<file path="src/rtl/cpu_datapath.sv">
// cpu_datapath: accumulator-machine datapath (PC, IR, MDR, ACC and ALU).
// Every register update is qualified by a sequencer strobe. halt freezes
// all registers and suppresses memory writes.
module cpu_datapath #(
    parameter int DATA_W = 8,
    parameter int ADDR_W = 5
) (
    input  logic                clk,
    input  logic                rst,
    input  logic                pc_en,
    input  logic                pc_load,
    input  logic                jmp,
    input  logic                halt,
    input  logic                memIns_en,
    input  logic                memDa_en,
    input  logic                memDa_we,
    input  logic                accumulator_load,
    input  logic                accumulator_control,
    output logic [ADDR_W-1:0]   imem_addr,
    input  logic [ADDR_W+2:0]   imem_rdata,
    output logic [ADDR_W-1:0]   dmem_addr,
    output logic [DATA_W-1:0]   dmem_wdata,
    output logic                dmem_we,
    input  logic [DATA_W-1:0]   dmem_rdata,
    output logic [2:0]          opcode,
    output logic                is_zero,
    output logic [ADDR_W-1:0]   pc_dbg,
    output logic [DATA_W-1:0]   acc_dbg
);

    localparam int INS_W = 3 + ADDR_W;

    localparam logic [2:0] OP_SKZ = 3'd2;
    localparam logic [2:0] OP_ADD = 3'd3;
    localparam logic [2:0] OP_AND = 3'd4;
    localparam logic [2:0] OP_LDA = 3'd5;

    logic [ADDR_W-1:0] pc_q, pc_d;
    logic [INS_W-1:0]  ir_q, ir_d;
    logic [DATA_W-1:0] mdr_q, mdr_d;
    logic [DATA_W-1:0] acc_q, acc_d;

    logic [ADDR_W-1:0] operand;
    logic [ADDR_W-1:0] pc_inc;
    logic [DATA_W-1:0] alu_res;

    assign opcode     = ir_q[INS_W-1 -: 3];
    assign operand    = ir_q[ADDR_W-1:0];
    assign pc_inc     = pc_q + ADDR_W'(1);

    assign imem_addr  = pc_q;
    assign dmem_addr  = operand;
    assign dmem_wdata = acc_q;
    // Reset term keeps the write strobe low while registers are held in reset.
    assign dmem_we    = memDa_en & memDa_we & ~halt & ~rst;
    assign is_zero    = (acc_q == '0);
    assign pc_dbg     = pc_q;
    assign acc_dbg    = acc_q;

    // ALU: operand A is the accumulator, operand B is the memory data register.
    always_comb begin
        alu_res = acc_q;
        case (opcode)
            OP_SKZ:  alu_res = acc_q;
            OP_ADD:  alu_res = acc_q + mdr_q;
            OP_AND:  alu_res = acc_q & mdr_q;
            OP_LDA:  alu_res = mdr_q;
            default: alu_res = acc_q;
        endcase
    end

    // Next-state for all registers; everything reads pre-edge values only.
    always_comb begin
        pc_d  = pc_q;
        ir_d  = ir_q;
        mdr_d = mdr_q;
        acc_d = acc_q;
        if (!halt) begin
            if (pc_load) begin
                pc_d = jmp ? operand : pc_inc;
            end else if (pc_en) begin
                pc_d = pc_inc;
            end
            if (memIns_en) begin
                ir_d = imem_rdata;
            end
            if (memDa_en && !memDa_we) begin
                mdr_d = dmem_rdata;
            end
            if (accumulator_load) begin
                acc_d = accumulator_control ? mdr_q : alu_res;
            end
        end
    end

    // Register bank; PC resets to all-ones so the first fetch lands on address 0.
    always_ff @(posedge clk or posedge rst) begin
        if (rst) begin
            pc_q  <= '1;
            ir_q  <= '0;
            mdr_q <= '0;
            acc_q <= '0;
        end else begin
            pc_q  <= pc_d;
            ir_q  <= ir_d;
            mdr_q <= mdr_d;
            acc_q <= acc_d;
        end
    end

endmodule

</file>
<file path="config.mk">
export PLATFORM = sky130hd
export DESIGN_NAME = cpu_datapath
export DESIGN_NICKNAME = d
export VERILOG_FILES = /design/src/rtl/cpu_datapath.sv
export SDC_FILE = /design/constraint.sdc
export NUM_CORES = 1
export LEC_CHECK = 0
export ABC_AREA = 0
export BUFFER_PORTS_ARGS = -buffer_cell sky130_fd_sc_hd__buf_2
export CAP_MARGIN = 30
export CORE_ASPECT_RATIO = 0.6
export CORE_MARGIN = 1
export CORE_UTILIZATION = 45
export CTS_BUF_LIST = sky130_fd_sc_hd__clkbuf_8
export DETAILED_ROUTE_END_ITERATION = 8
export PLACE_DENSITY = 0.76
export SLEW_MARGIN = 20
export SYNTH_ARGS = -nofsm -noshare
export SYNTH_HDL_FRONTEND = slang
export SYNTH_SLANG_ARGS = --single-unit
</file>
<file path="constraint.sdc">
create_clock -name clk -period 2.1 [get_ports clk]
set_input_delay 0.42 -clock clk [delete_from_list [all_inputs] [get_ports clk]]
set_output_delay 0.42 -clock clk [all_outputs]
set_load 0.05 [all_outputs]
</file>
# Word level (Yosys, flattened, before mapping)
# Cells that the tools add are included.
# totals
reg_bits	29
elab_cells	29
input_bits	27
output_inout_bits	36
# classes
muxes	5
n_eq_ne	3
n_reduce_logical	9
n_bitwise	6
n_addsub	2
# ops
operator	count
8-bit case mux with 3 select lines	1
5-bit two-way mux	3
8-bit adder	1
8-bit bitwise AND	1
8-bit zero test	1
8-bit two-way mux	1
3-bit == test (second input constant)	2
2-bit AND reduction	3
5-bit by 1-bit adder with 5-bit output (second input constant)	1
4-bit nonzero test	1
1-bit bitwise AND	3
3-bit by 2-bit == test with 1-bit output (second input constant)	1
3-bit AND reduction	1
1-bit inverter	2
2-bit nonzero test	1
1-bit logical AND	1
1-bit zero test	1

# Depth between registers and ports, before layout
# Gate-level depths: netlist of run 1.
# logic_depth
depth_word	3
ltp_mapped	8
mapped_depth_nobuf	8

# Least setup slack after synthesis of run 1
# OpenSTA, ideal clock, no wires.
# synth_timing
kind	input to output
startpoint	in memDa_we
endpoint	out dmem_we
arrival_time_ns	1.953
n_path_buf	0
path_stages	1
setup_slack_ns	-0.273
required_time_ns	1.680
path_cell_list	nor4bb_1
# synth_between
elab_chain_len	3
# synth_rtl
element	line_no	rtl
start: declaration	16	input logic memDa_we,
1-bit bitwise AND (3 in series)	55	assign dmem_we = memDa_en & memDa_we & ~halt & ~rst;
end: declaration	23	output logic dmem_we,
# No other way between the ends.

# Final worst setup path of run 1
# layout_timing
startpoint	reg acc_q[6] (netlist: acc_dbg[6])
endpoint	out is_zero
# layout_between
elab_chain_len	1
# layout_rtl
element	line_no	rtl
start: declaration	41	logic [DATA_W-1:0] acc_q, acc_d;
start signal: assignment	102	acc_q <= '0;
start signal: assignment	107	acc_q <= acc_d;
8-bit zero test	56	assign is_zero = (acc_q == '0);
end: declaration	26	output logic is_zero,
# No other way between the ends.

==> impl_metrics.ini, run 1 <==
[pwr]
p_per_area_nw_per_um2 = 1507
leakage_nw = 1.068
peakVddDrop_v = 0.0006709

[sta]
fmax_ghz = 0.4939
fin_skew_ps = 6.547
tns_ps = 0
period_share = 0.9641
finalHoldViolations = 0
tightest_slew_ps = 647.0
setup_viol = 0
rsz0062_at_grt = no
report.final.slew_viol_count = 0
slew_headroom = 0.5678
fin_crit_ps = 2025

[die]
initial_utilization = 0.4857
die_x_um = 84.76
rows = 17
die_area_um2 = 4378
die_y_um = 51.66
coreArea_um2 = 3807
io_pins = 63

[global_route]
overflow = 0
grt_max_degree = 30
use_met2 = 0.2913
antenna_found_initial = 0
grt.busiest_layer = met1
gr-usage-met3 = 0.05397
grt_usage = 0.2196
grt_pass1_wl_um = 7182
grt_pass1_vias = 1445
grt_util_met1 = 0.3447

[critical_path]
crit_path_end_kind = primary output
cp.required_ps = 1680
rrSetupSlack_ps = 110
reg2reg_from = acc_dbg[0]
worst_r2r_path_depth = 8
critPathKind = reg2out
startpoint_type = flip-flop
timing.rr.end = acc_dbg[6]
critPathSlowestCell = or4_1
max_stage_delay_ps = 520
worstPathCellList = or4_1 -> nor2_2 -> buf_4
crit_fanout = 5
cp.arrival_ps = 1600

[clock_network]
cts.sinks = 29
clk_latency_ps = 280
holdBufCountCts = 0
cts-root-buf = clkbuf_8
cts_tree = done
cts_buffers = 5
clockBufferDepth = 2
h-tree-depth = 2
clkSlewWorstSetupHoldPaths_ps = 70

[drt]
drtAntennaViolNets = 0
drtIter0Drc = 125
first_pass_iters = 6
drc_errors = 3
via_per_inst = 5.374
routedWlPerCell_um = 14.99
vias = 1580
wl_um = 4408

[synth]
syn-instance-count = 189
synth_top_area_share = 0.3248
ys_seq_area_frac = 0.3958
avgSynthCellArea_um2 = 9.785
synth.cell_area_um2 = 1849
synthTopCellsByArea = dfrtp_1 (32%), mux2_2 (7.9%), dfstp_2 (7.1%), ha_1 (6.1%), buf_4 (5.7%)
ys.flop_type = dfrtp_1
synth_edf_count = 0
syn_nets = 226
async_flop_share = 1.000
yosys.area.top_type = dfrtp_1
ys_warn_count = 0
synth_seq_cells = 29
ys_types = 43

[placed_design]
placed_cell_area_um2 = 2156
portBuffers = 62
hpwl_um = 3448
routabilityCongestion = 0.9381

[layout]
n_fill_cell = 328
nets = 283
drive_gt1_frac = 0.4332
antenna_cells = 0
fin_util = 0.6030
areaGrowthSynthToFinish_pct = 24.15
fin_area_um2 = 2296

[min_path]
hp-class = in2async

[status]
status = complete, but fails checks
violations = DRC

[flow_run]
cap_violations = 0
cell usage after synthesis, types with 9 or more instances:
cell,instances
a21oi_1,10
buf_4,14
ha_1,9
nor2_1,12
mux2_2,13
nand2_1,15
o21ai_0,13
dfrtp_1,24
inv_1,10
routing by layer:
metal,part of all wire,vias up
met3,0.052,2
met5,0,-
met2,0.40,45
li1,-,794
met4,0.0048,0
met1,0.54,739
report_power, final:
part / switching [mW] / internal (mW) / total [mW] / leakage [nW]
Sequential: 0.183 / 0.738 / 0.921 / 0.335
Clock: 0.219 / 0.385 / 0.604 / 0.0574
Combinational: 1.35 / 0.585 / 1.93 / 0.675
Total: 1.75 / 1.71 / 3.46 / 1.07
registers in the layout, summed over array words and instances (netlist names):
register	cells
acc_dbg	8
ir_q	8
mdr_q	8
imem_addr	5
worst max-delay path: cells and delay by family, from the launching register on:
kind / cells / cell delay, ps
simple gates: 2 / 650
flops: 1 / 470
buf+inv: 1 / 200
through the flow:
stage | setup slack [ps] | power, mW | cells | hold WS [ps]
after floorplan | 10.17 | 2.523 | 189 | 494.3
after detailed placement | 69.62 | 2.817 | 285 | 505.8
after global routing | 8.818 | 3.657 | 294 | 249.5
after CTS | 16.00 | 3.427 | 293 | 223.5
after global placement | 162.0 | 2.787 | 285 | 499.4
final | 75.41 | 3.459 | 294 | 216.1
placed cells by master, fill, tap and decap left out, types with 2 or more instances in the layout:
cell type / n
a211o_1: 2
a21oi_1: 9
a2bb2oi_1: 2
a31oi_1: 3
buf_2: 61
buf_4: 7
clkbuf_8: 6
dfrtp_1: 22
dfrtp_2: 2
dfstp_2: 5
ha_1: 8
inv_1: 10
mux2_2: 13
mux2i_1: 3
nand2_1: 15
nand2b_1: 4
nand3_1: 5
nor2_1: 11
nor2b_1: 2
nor3_1: 2
nor3b_1: 2
o21a_1: 2
o21ai_0: 13
o221ai_1: 4
o22a_1: 5
o22ai_1: 3
or4_1: 3
area by class of cell:
cell class	count	area, µm²	area share
Clock buffer	6	82.58	0.03597
Clock inverter	2	37.54	0.01635
Inverter	10	37.54	0.01635
Multi-Input combinational cell	132	987.2	0.4300
Sequential cell	29	734.5	0.3199
Tap cell	47	58.81	0.02561
Timing Repair Buffer	68	357.8	0.1559
logic make-up (layout without fill, tap and decap cells):
kind of cell | Yosys count | after routing | synth area share
adders and majority gates | 10 | 10 | 0.07172
buffers and inverters | 28 | 86 | 0.08931
muxes | 16 | 16 | 0.09540
AOI/OAI and AO/OA | 51 | 51 | 0.1915
xor gates and xnor gates | 2 | 2 | 0.009474
DFF | 29 | 29 | 0.3958
and+or+nand+nor | 53 | 53 | 0.1468
worst max path at each step:
stage | cells past startpoint | to | slack, ps | start
after detailed placement | 8 | acc_dbg[6] | 70 | acc_dbg[0]
final | 3 | is_zero | 80 | acc_dbg[6]
after CTS | 3 | is_zero | 20 | acc_dbg[6]
after floorplan | 8 | acc_dbg[6] | 10 | acc_dbg[0]
after global placement | 8 | acc_dbg[6] | 160 | acc_dbg[0]
after global routing | 5 | acc_dbg[7] | 9 | ir_q[6]
what timing repair did:
action | CTS | global route
gates resized for setup | 0 | 4
buffers inserted | 0 | 1
setup endpoints to repair | 0 | 2
(Power assumes the default switching activity.)
==> run 2: changes to the inputs <==
--- a/config.mk
+++ b/config.mk
@@ -16,2 +16,3 @@
 export PLACE_DENSITY = 0.76
+export RECOVER_POWER = 25
 export SLEW_MARGIN = 20
--- a/constraint.sdc
+++ b/constraint.sdc
@@ -3,2 +3,2 @@
 set_output_delay 0.42 -clock clk [all_outputs]
-set_load 0.05 [all_outputs]
+set_load 0.02 [all_outputs]
==> run 2 against run 1 <==
Compared with the run above:
- the run ends with DRC, capacitance limit, slew limit left
- clock skew down 2.2 ps
- final area is 1.3% lower
- critical path depth is 5 higher
- clock power shrank 26%
- flip-flop and latch count unchanged
- clock-buffer cell count is 1 lower
- first-iteration DRC count rose by 43%
- worst hold slack better by 120 ps
- global-route usage decreased by 0.076 points
- non-clock buffer count grew 3
- total power is 19% lower
- register-to-register slack lost 60 ps
- critical path type is now reg2reg
- critical endpoint is now acc_dbg[6]
- largest cell class unchanged
==> impl_metrics.ini, run 2 (synthesis gave the netlist of run 1 again) <==
[status]
status = complete, but fails checks
violations = DRC, capacitance limit, slew limit

[pwr]
total_power_mw = 2.814
comb_power_share = 0.515
p_switching_mw = 1.253
p_seq_frac = 0.325
p_sw_frac = 0.4451
clockPowerShare = 0.159
p_per_area_nw_per_um2 = 1242
peakVddDrop_v = 0.0006028
p_int_mw = 1.562
leakage_nw = 1.066

[clock_network]
clk_latency_ps = 280
h-tree-depth = 2
cts_buffers = 5
cts.sinks = 29
cts-root-buf = clkbuf_8
clockBufferDepth = 2
clkSlewWorstSetupHoldPaths_ps = 60
cts_tree = done

[placed_design]
dp.cells = 286
hpwl_um = 3425
routabilityCongestion = 0.9164
portBuffers = 62

[drt]
vias = 1664
drtAntennaViolNets = 0
first_pass_iters = 7
drtIter0Drc = 179
routedWlPerCell_um = 15.75
drc_errors = 4
via_per_inst = 5.603
wl_um = 4677

[layout]
drive_gt1_frac = 0.4200
nets = 286
areaGrowthSynthToFinish_pct = 22.53
fin_util = 0.5951
antenna_cells = 0
final_cell_mix = buf_2 (62), dfrtp_1 (23), nand2_1 (15)
final_common_cell = buf_2
instances_no_fill = 297

[global_route]
grt_max_degree = 30
grt_pass1_vias = 1463
antenna_found_initial = 0
grt_usage = 0.2189
overflow = 0
grt_pass1_wl_um = 7141

[critical_path]
cp.required_ps = 2270
crit_fanout = 3
critPathKind = reg2reg
worstSetupStartpoint = mdr_q[0]
timing.rr.end = acc_dbg[6]
reg2reg_from = mdr_q[0]
worst_r2r_path_depth = 8
cp.arrival_ps = 2210
startpoint_type = flip-flop
crit_path_end_kind = flip-flop
critPathCapture = acc_dbg[6]
rrSetupSlack_ps = 50

[sta]
fin_skew_ps = 4.369
finalHoldViolations = 0
report.final.slew_viol_count = 30
tns_ps = 0
slew_headroom = -0.04745
setup_viol = 0
period_share = 0.9743
fin_crit_ps = 2046
fmax_ghz = 0.4888
tightest_slew_ps = 1571

[die]
die_x_um = 84.76
die_area_um2 = 4378
coreArea_um2 = 3807
io_pins = 63
die_y_um = 51.66
rows = 17
initial_utilization = 0.4857

[flow_run]
cap_violations = 1

[min_path]
hp-class = in2reg
## run 2: cell count changes in the layout (fill, tap and decap cells not counted), sizes merged
cell / previous run / this run
bufinv: 1 / 0
clkinv: 0 / 2
buf: 68 / 70
## run 2: worst min path at each step
stage / start / cells past startpoint / slack (ps) / end
after global placement: imem_addr[1] / 2 / 500 / imem_addr[1]
after detailed placement: imem_addr[1] / 2 / 510 / imem_addr[1]
after floorplan: rst / 1 / 490 / acc_dbg[1]
final: dmem_rdata[1] / 3 / 340 / mdr_q[1]
after CTS: rst / 3 / 220 / ir_q[2]
after global routing: dmem_rdata[7] / 3 / 340 / mdr_q[7]
## run 2: power by group through the flow
stage	Combinational, mW	Clock [mW]	Sequential, mW
final	1.45	0.448	0.916
after global routing	1.58	0.490	0.940
after CTS	1.38	0.459	0.910
after detailed placement	1.37	0	0.919
after global placement	1.35	0	0.911
after floorplan	0.954	0	1.04
## run 2: repair_timing
item / 4_1_cts / 5_1_grt
setup endpoints to repair: 1 / 1
buffers inserted: 0 / 3
gates cloned: 0 / 0
pin swaps: 0 / 1
hold buffers: 0 / 0
resized for setup: 1 / 3
## run 2: cell type report
cell class	count	area, µm²
inverter	10	37.54
fill	334	1541
multi-input combinational	132	975.9
clock inverter	3	17.52
timing repair buffer	71	374.1
sequential	29	733.2
tap	47	58.81
clock buffer	5	68.82
## run 2: stage by stage
| stage | setup WS (ps) | hold slack [ps] | area, µm² |
|---|---|---|---|
| 6_report | 53.96 | 337.3 | 2266 |
| 5_1_grt | -25.43 | 341.9 | 2266 |
| 4_1_cts | 50.30 | 217.7 | 2227 |
| 3_5_place_dp | 10.39 | 506.9 | 2137 |
| 3_3_place_gp | 89.77 | 497.0 | 2137 |
| 2_1_floorplan | 73.50 | 494.3 | 1851 |
## run 2: metal layers
metal / GRT usage / vias to the layer above / routed length (µm) / share of wire
li1: - / 799 / - / -
met1: 0.3360 / 782 / 2341 / 0.50
met2: 0.3008 / 74 / 1903 / 0.41
met3: 0.05714 / 9 / 357 / 0.076
met4: 0.05367 / 0 / 74 / 0.016
met5: 0 / - / 0 / 0
## run 2: critical path, stage by stage (launching register included)
cell,delay [ps]
dfrtp_1,430
ha_4,170
inv_1,50
fa_1,400
nand2b_4,170
a21oi_2,180
or4_1,140
nand3_1,70
o32a_2,340
